[src/rtl/alu_op_decoder.sv]
`default_nettype none
// ============================================================================
// Module   : alu_op_decoder
// Purpose  : Single-entry decode stage that maps LA32R integer ALU
//            instructions onto a 12-bit one-hot ALU control word, register
//            addresses, operand-2 select and an extended immediate.
//            Uses a valid/ready handshake with full throughput and a
//            synchronous flush that kills the held entry.
// Ports    : clk, resetn (async, active low), flush
//            in_valid/in_ready/in_inst/in_pc      - upstream handshake
//            out_valid/out_ready/out_pc           - downstream handshake
//            alu_control, rj_addr, rk_addr, rd_addr, src2_is_imm, imm,
//            rf_we, ine                           - registered decode result
// Revision : 1.0 - initial release
// ============================================================================
module alu_op_decoder #(
    parameter int PC_W = 32
) (
    input  logic            clk,
    input  logic            resetn,
    input  logic            flush,
    input  logic            in_valid,
    output logic            in_ready,
    input  logic [31:0]     in_inst,
    input  logic [PC_W-1:0] in_pc,
    output logic            out_valid,
    input  logic            out_ready,
    output logic [PC_W-1:0] out_pc,
    output logic [11:0]     alu_control,
    output logic [4:0]      rj_addr,
    output logic [4:0]      rk_addr,
    output logic [4:0]      rd_addr,
    output logic            src2_is_imm,
    output logic [31:0]     imm,
    output logic            rf_we,
    output logic            ine
);

    // One-hot bit positions inside alu_control
    localparam int c_ALU_ADD  = 11;
    localparam int c_ALU_SUB  = 10;
    localparam int c_ALU_SLT  = 9;
    localparam int c_ALU_SLTU = 8;
    localparam int c_ALU_AND  = 7;
    localparam int c_ALU_NOR  = 6;
    localparam int c_ALU_OR   = 5;
    localparam int c_ALU_XOR  = 4;
    localparam int c_ALU_SLL  = 3;
    localparam int c_ALU_SRL  = 2;
    localparam int c_ALU_SRA  = 1;
    localparam int c_ALU_LUI  = 0;

    // Opcode fields of the three encoding families
    logic [16:0] w_op17;
    logic [9:0]  w_op10;
    logic [6:0]  w_op7;

    // Combinational decode of the incoming word
    logic [11:0] w_alu_control;
    logic [4:0]  w_rj_addr;
    logic [4:0]  w_rk_addr;
    logic [4:0]  w_rd_addr;
    logic        w_src2_is_imm;
    logic [31:0] w_imm;
    logic        w_legal;
    logic        w_accept;

    // Registered entry
    logic            r_out_valid;
    logic [PC_W-1:0] r_out_pc;
    logic [11:0]     r_alu_control;
    logic [4:0]      r_rj_addr;
    logic [4:0]      r_rk_addr;
    logic [4:0]      r_rd_addr;
    logic            r_src2_is_imm;
    logic [31:0]     r_imm;
    logic            r_rf_we;
    logic            r_ine;

    assign w_op17 = in_inst[31:15];
    assign w_op10 = in_inst[31:22];
    assign w_op7  = in_inst[31:25];

    // in_ready deliberately ignores flush so the upstream handshake stays
    // purely a function of the held entry; a flushed accept is dropped below.
    assign in_ready = ~r_out_valid | out_ready;
    assign w_accept = in_valid & in_ready & ~flush;

    always_comb begin
        w_alu_control = 12'b0;
        w_rj_addr     = in_inst[9:5];
        w_rk_addr     = in_inst[14:10];
        w_rd_addr     = in_inst[4:0];
        w_src2_is_imm = 1'b0;
        w_imm         = 32'b0;
        w_legal       = 1'b1;

        case (w_op17)
            // 3R register-register forms
            17'h00020: w_alu_control[c_ALU_ADD]  = 1'b1;
            17'h00022: w_alu_control[c_ALU_SUB]  = 1'b1;
            17'h00024: w_alu_control[c_ALU_SLT]  = 1'b1;
            17'h00025: w_alu_control[c_ALU_SLTU] = 1'b1;
            17'h00028: w_alu_control[c_ALU_NOR]  = 1'b1;
            17'h00029: w_alu_control[c_ALU_AND]  = 1'b1;
            17'h0002A: w_alu_control[c_ALU_OR]   = 1'b1;
            17'h0002B: w_alu_control[c_ALU_XOR]  = 1'b1;
            // Shift-immediate forms: the shift amount sits where rk would be
            17'h00081, 17'h00089, 17'h00091: begin
                w_src2_is_imm = 1'b1;
                w_imm         = {27'b0, in_inst[14:10]};
                w_rk_addr     = 5'd0;
                if (w_op17 == 17'h00081)
                    w_alu_control[c_ALU_SLL] = 1'b1;
                else if (w_op17 == 17'h00089)
                    w_alu_control[c_ALU_SRL] = 1'b1;
                else
                    w_alu_control[c_ALU_SRA] = 1'b1;
            end
            default: begin
                case (w_op10)
                    // Arithmetic/compare immediates are sign-extended
                    10'h008, 10'h009, 10'h00A: begin
                        w_src2_is_imm = 1'b1;
                        w_rk_addr     = 5'd0;
                        w_imm         = {{20{in_inst[21]}}, in_inst[21:10]};
                        if (w_op10 == 10'h008)
                            w_alu_control[c_ALU_SLT] = 1'b1;
                        else if (w_op10 == 10'h009)
                            w_alu_control[c_ALU_SLTU] = 1'b1;
                        else
                            w_alu_control[c_ALU_ADD] = 1'b1;
                    end
                    // Logical immediates are zero-extended
                    10'h00D, 10'h00E, 10'h00F: begin
                        w_src2_is_imm = 1'b1;
                        w_rk_addr     = 5'd0;
                        w_imm         = {20'b0, in_inst[21:10]};
                        if (w_op10 == 10'h00D)
                            w_alu_control[c_ALU_AND] = 1'b1;
                        else if (w_op10 == 10'h00E)
                            w_alu_control[c_ALU_OR] = 1'b1;
                        else
                            w_alu_control[c_ALU_XOR] = 1'b1;
                    end
                    default: begin
                        if (w_op7 == 7'h0A) begin
                            // lu12i.w has no register sources
                            w_alu_control[c_ALU_LUI] = 1'b1;
                            w_src2_is_imm = 1'b1;
                            w_imm         = {in_inst[24:5], 12'b0};
                            w_rj_addr     = 5'd0;
                            w_rk_addr     = 5'd0;
                        end else begin
                            w_legal = 1'b0;
                        end
                    end
                endcase
            end
        endcase
    end

    always_ff @(posedge clk or negedge resetn) begin
        if (!resetn) begin
            r_out_valid   <= 1'b0;
            r_out_pc      <= '0;
            r_alu_control <= 12'b0;
            r_rj_addr     <= 5'd0;
            r_rk_addr     <= 5'd0;
            r_rd_addr     <= 5'd0;
            r_src2_is_imm <= 1'b0;
            r_imm         <= 32'b0;
            r_rf_we       <= 1'b0;
            r_ine         <= 1'b0;
        end else if (flush) begin
            r_out_valid <= 1'b0;
        end else if (w_accept) begin
            // Also covers drain+accept in the same cycle (entry replaced)
            r_out_valid   <= 1'b1;
            r_out_pc      <= in_pc;
            r_alu_control <= w_alu_control;
            r_rj_addr     <= w_rj_addr;
            r_rk_addr     <= w_rk_addr;
            r_rd_addr     <= w_rd_addr;
            r_src2_is_imm <= w_src2_is_imm;
            r_imm         <= w_imm;
            r_rf_we       <= w_legal & (w_rd_addr != 5'd0);
            r_ine         <= ~w_legal;
        end else if (out_ready) begin
            r_out_valid <= 1'b0;
        end
    end

    assign out_valid   = r_out_valid;
    assign out_pc      = r_out_pc;
    assign alu_control = r_alu_control;
    assign rj_addr     = r_rj_addr;
    assign rk_addr     = r_rk_addr;
    assign rd_addr     = r_rd_addr;
    assign src2_is_imm = r_src2_is_imm;
    assign imm         = r_imm;
    assign rf_we       = r_rf_we;
    assign ine         = r_ine;

endmodule
`default_nettype wire
[config.mk]
export PLATFORM = sky130hd
export DESIGN_NAME = alu_op_decoder
export DESIGN_NICKNAME = d
export VERILOG_FILES = /design/src/rtl/alu_op_decoder.sv
export SDC_FILE = /design/constraint.sdc
export NUM_CORES = 1
export LEC_CHECK = 0
export BUFFER_PORTS_ARGS = -buffer_cell sky130_fd_sc_hd__buf_2
export CORE_MARGIN = 1.5
export CORE_UTILIZATION = 48
export CTS_CLUSTER_SIZE = 40
export DETAILED_ROUTE_END_ITERATION = 10
export MAX_ROUTING_LAYER = met4
export PLACE_DENSITY = 0.84
export SLEW_MARGIN = 20
export SYNTH_ARGS = -nofsm -noshare
export SYNTH_HDL_FRONTEND = slang
export SYNTH_SLANG_ARGS = --single-unit
[constraint.sdc]
create_clock -name clk -period 2.09 [get_ports clk]
set_input_delay 0 -clock clk [delete_from_list [all_inputs] [get_ports clk]]
set_output_delay 0 -clock clk [all_outputs]
set_load 0.005 [all_outputs]
==> flow_summary.toml <==
[run_status]
status = "finished clean"

[worst_setup_path]
crit_fanout = 13
critPathRequiredTime_ns = 2.28
critPathLaunchType = "flop"
crit_slowest_cell = "nor2_1"
r2r_slack_ns = 0.21
cpPeakStageDelay_ns = 0.74
path_cells = "nor2b_1 > inv_1 > nand3b_1 > nor2_1 > a31oi_1"
critPathCaptureType = "flop"
crit_arrival_ns = 2.07
critPathKind = "flop to flop"

[yosys]
synthMuxAreaShare = 0.00245
synth.distinct_cells = 41
synth_ff_type = "dfrtp_1"
synth_fp_nets = 503
synthSimpleGateAreaFrac = 0.239
synth_fa_ha_area_frac = 0
yosysSeqAreaShare = 0.581
synth-edff-count = 0
netlist_area_um2 = 4090
yosys_warnings = 0
ys_ff_latch = 95
netlist_instances = 434
synth-compound-area-share = 0.136
synth-xor-area-share = 0
syn_area_per_cell_um2 = 9.43
synth_top_family_by_area = "simple AND/OR/NAND/NOR gates"
ys_async_sr_fraction = 1.00

[die]
ios = 165
start_util = 0.498
num_rows = 33
core_area_um2 = 8220
dieArea_um2 = 9090
dieHeight_um = 95.3
fp.dieW_um = 95.3

[routing]
vias = 4019
wire_per_inst_um = 15.5
first_iter_violations = 159
vias_per_cell = 5.33
antenna_left = 0
drc = 0
drt_pre_antenna_iters = 5
drt-total-wl_mm = 11.7

[sta]
fmax_mhz = 533
fin_worst_skew_ns = 0.0133
fin_crit_sh = 0.897
fin_ws_ns = 0.215
rsz0062_at_grt = "false"
finalCriticalPeriod_ns = 1.88
setup_viol = 0
worstMarginPinSlew_ns = 0.912
timing.setup.tns_ns = 0
slew_violations = 0
hold_violations = 0
slew-limit-headroom = 0.390

[grt]
grt.overflow.total = 0
grt_max_degree = 113
grt_pass1_vias = 3783
grt_pass1_wl_mm = 17.7
grt.total_usage = 0.262
grt_antenna_before_repair = 0

[clocking]
cts_buffers = 9
cts_tree = "done"
worstSkewPairLatency_ns = 0.35
clock-sinks = 95
clk_pin_slew_ns = 0.09
h-tree-depth = 3
clockBufferDepth = 2
post_cts_buffers = 0
root_buffer = "clkbuf_8"

[cells_and_area]
antenna_cells = 0
fillers = 596
final_nets = 713
drive_gt1_frac = 0.297
areaGrowthSynthToFinish_pct = 41.0

[pwr]
vdd_drop_max_v = 0.000373
power_leakage_nw = 3.02
power.density_nw_per_um2 = 682

[placed_design]
pre_cts_ws_ns = 0.222
port_buffers = 164
gp_congestion = 0.972
dp_hpwl_mm = 7.58

[flow_run]
drv_cap = 0

[hold_path]
hold_class = "input pin to flop"
flip-flops by register name, indices dropped and copies added, names as in the netlist:
name,flops
alu_control,12
imm,32
ine,1
out_pc,32
out_valid,1
rd_addr,5
rf_we,1
rj_addr,5
rk_addr,5
src2_is_imm,1
cells in the final DEF (no fill, tap or decap), types with 6 or more instances in the layout:
cell type      Yosys  routed
dfrtp_1           95      95
nand3_1           10      10
inv_1              6       6
o21ai_0           10      10
buf_4              1       7
nand2_1          167     167
nor2_1            10      10
a32o_1             7       7
a21oi_1           22      22
a22o_1             7       7
o31ai_1           20      20
dlygate4sd3_1      0      58
nor3_1             6       6
clkbuf_8           0       9
buf_2              6     163
layer usage:
metal / up-vias / GRT usage / share of wire
met5: - / - / 0
met2: 204 / 0.440 / 0.48
met1: 1896 / 0.312 / 0.41
met4: 0 / 0.103 / 0.020
li1: 1892 / - / -
met3: 27 / 0.0478 / 0.090
critical path: cells and delay by family, from the launching register on:
family	cells	cell delay [ns]
compound gates	1	0.21
buf+inv	1	0.08
flops	1	0.38
simple gates	3	1.07
synth_stat cells (2+ instances only):
master / count / area [um^2]
a21o_1: 2 / 15.0
a21oi_1: 22 / 110
a22o_1: 7 / 61.3
a31oi_1: 2 / 12.5
a32o_1: 7 / 70.1
a32oi_1: 2 / 17.5
and2_1: 2 / 12.5
buf_1: 5 / 18.8
buf_2: 6 / 30.0
buf_6: 3 / 33.8
clkbuf_1: 16 / 60.1
dfrtp_1: 95 / 2380
inv_1: 6 / 22.5
nand2_1: 167 / 627
nand3_1: 10 / 50.1
nand4_1: 3 / 18.8
nand4b_1: 2 / 17.5
nor2_1: 10 / 37.5
nor2b_1: 3 / 18.8
nor3_1: 6 / 30.0
nor3b_2: 2 / 25.0
nor4_1: 5 / 31.3
nor4b_1: 3 / 26.3
o21ai_0: 10 / 50.1
o22a_1: 3 / 26.3
o31ai_1: 20 / 150
final timing paths:
check | from | to | cells past startpoint
worst max-delay path | out_valid | rf_we | 5
worst min-delay path | in_inst[24] | imm[31] | 3
worst max register to register | out_valid | rf_we | 5
worst min register to register | alu_control[0] | alu_control[0] | 2
max in group asynchronous | resetn | out_valid | 3
min in group asynchronous | resetn | alu_control[7] | 3
metrics by stage:
step | util | hold slack, ns | cells | power [W] | instance area (um^2)
6_report | 0.702 | 0.0477 | 754 | 0.00394 | 5770
5_1_grt | 0.702 | 0.0763 | 754 | 0.00413 | 5770
4_1_cts | 0.702 | 0.0253 | 754 | 0.00396 | 5760
3_5_place_dp | 0.608 | 0.0900 | 680 | 0.00270 | 4990
3_3_place_gp | 0.608 | 0.0881 | 680 | 0.00268 | 4990
2_1_floorplan | - | -0.296 | 434 | 0.00235 | 4090
cell type report:
type	instances	area, um^2	share of cell area
multi-input cells	302	1560	0.270
clock inverters	5	58.8	0.0102
well taps	105	131	0.0228
inverters	6	22.5	0.00390
repair buffers	230	1490	0.258
clock buffers	11	131	0.0228
flip-flops and latches	95	2380	0.412
timing repair:
item                                    CTS  global route
gates resized for setup                   0             1
endpoints found under the setup margin    0            13
hold buffers                             58             0
endpoints found under the hold margin   167             0
cell families after synthesis:
group	Yosys count
buffers and inverters	37
AO/OA/AOI/OAI	79
multiplexers	1
AND/OR/NAND/NOR	222
flip-flops	95
where the power goes:
group          internal [W]  switching, W  total, W
Sequential          0.00199     0.0000858   0.00208
Combinational      0.000331      0.000349  0.000680
Clock              0.000554      0.000621   0.00118
Total               0.00288       0.00106   0.00394
(Power assumes the default switching activity.)
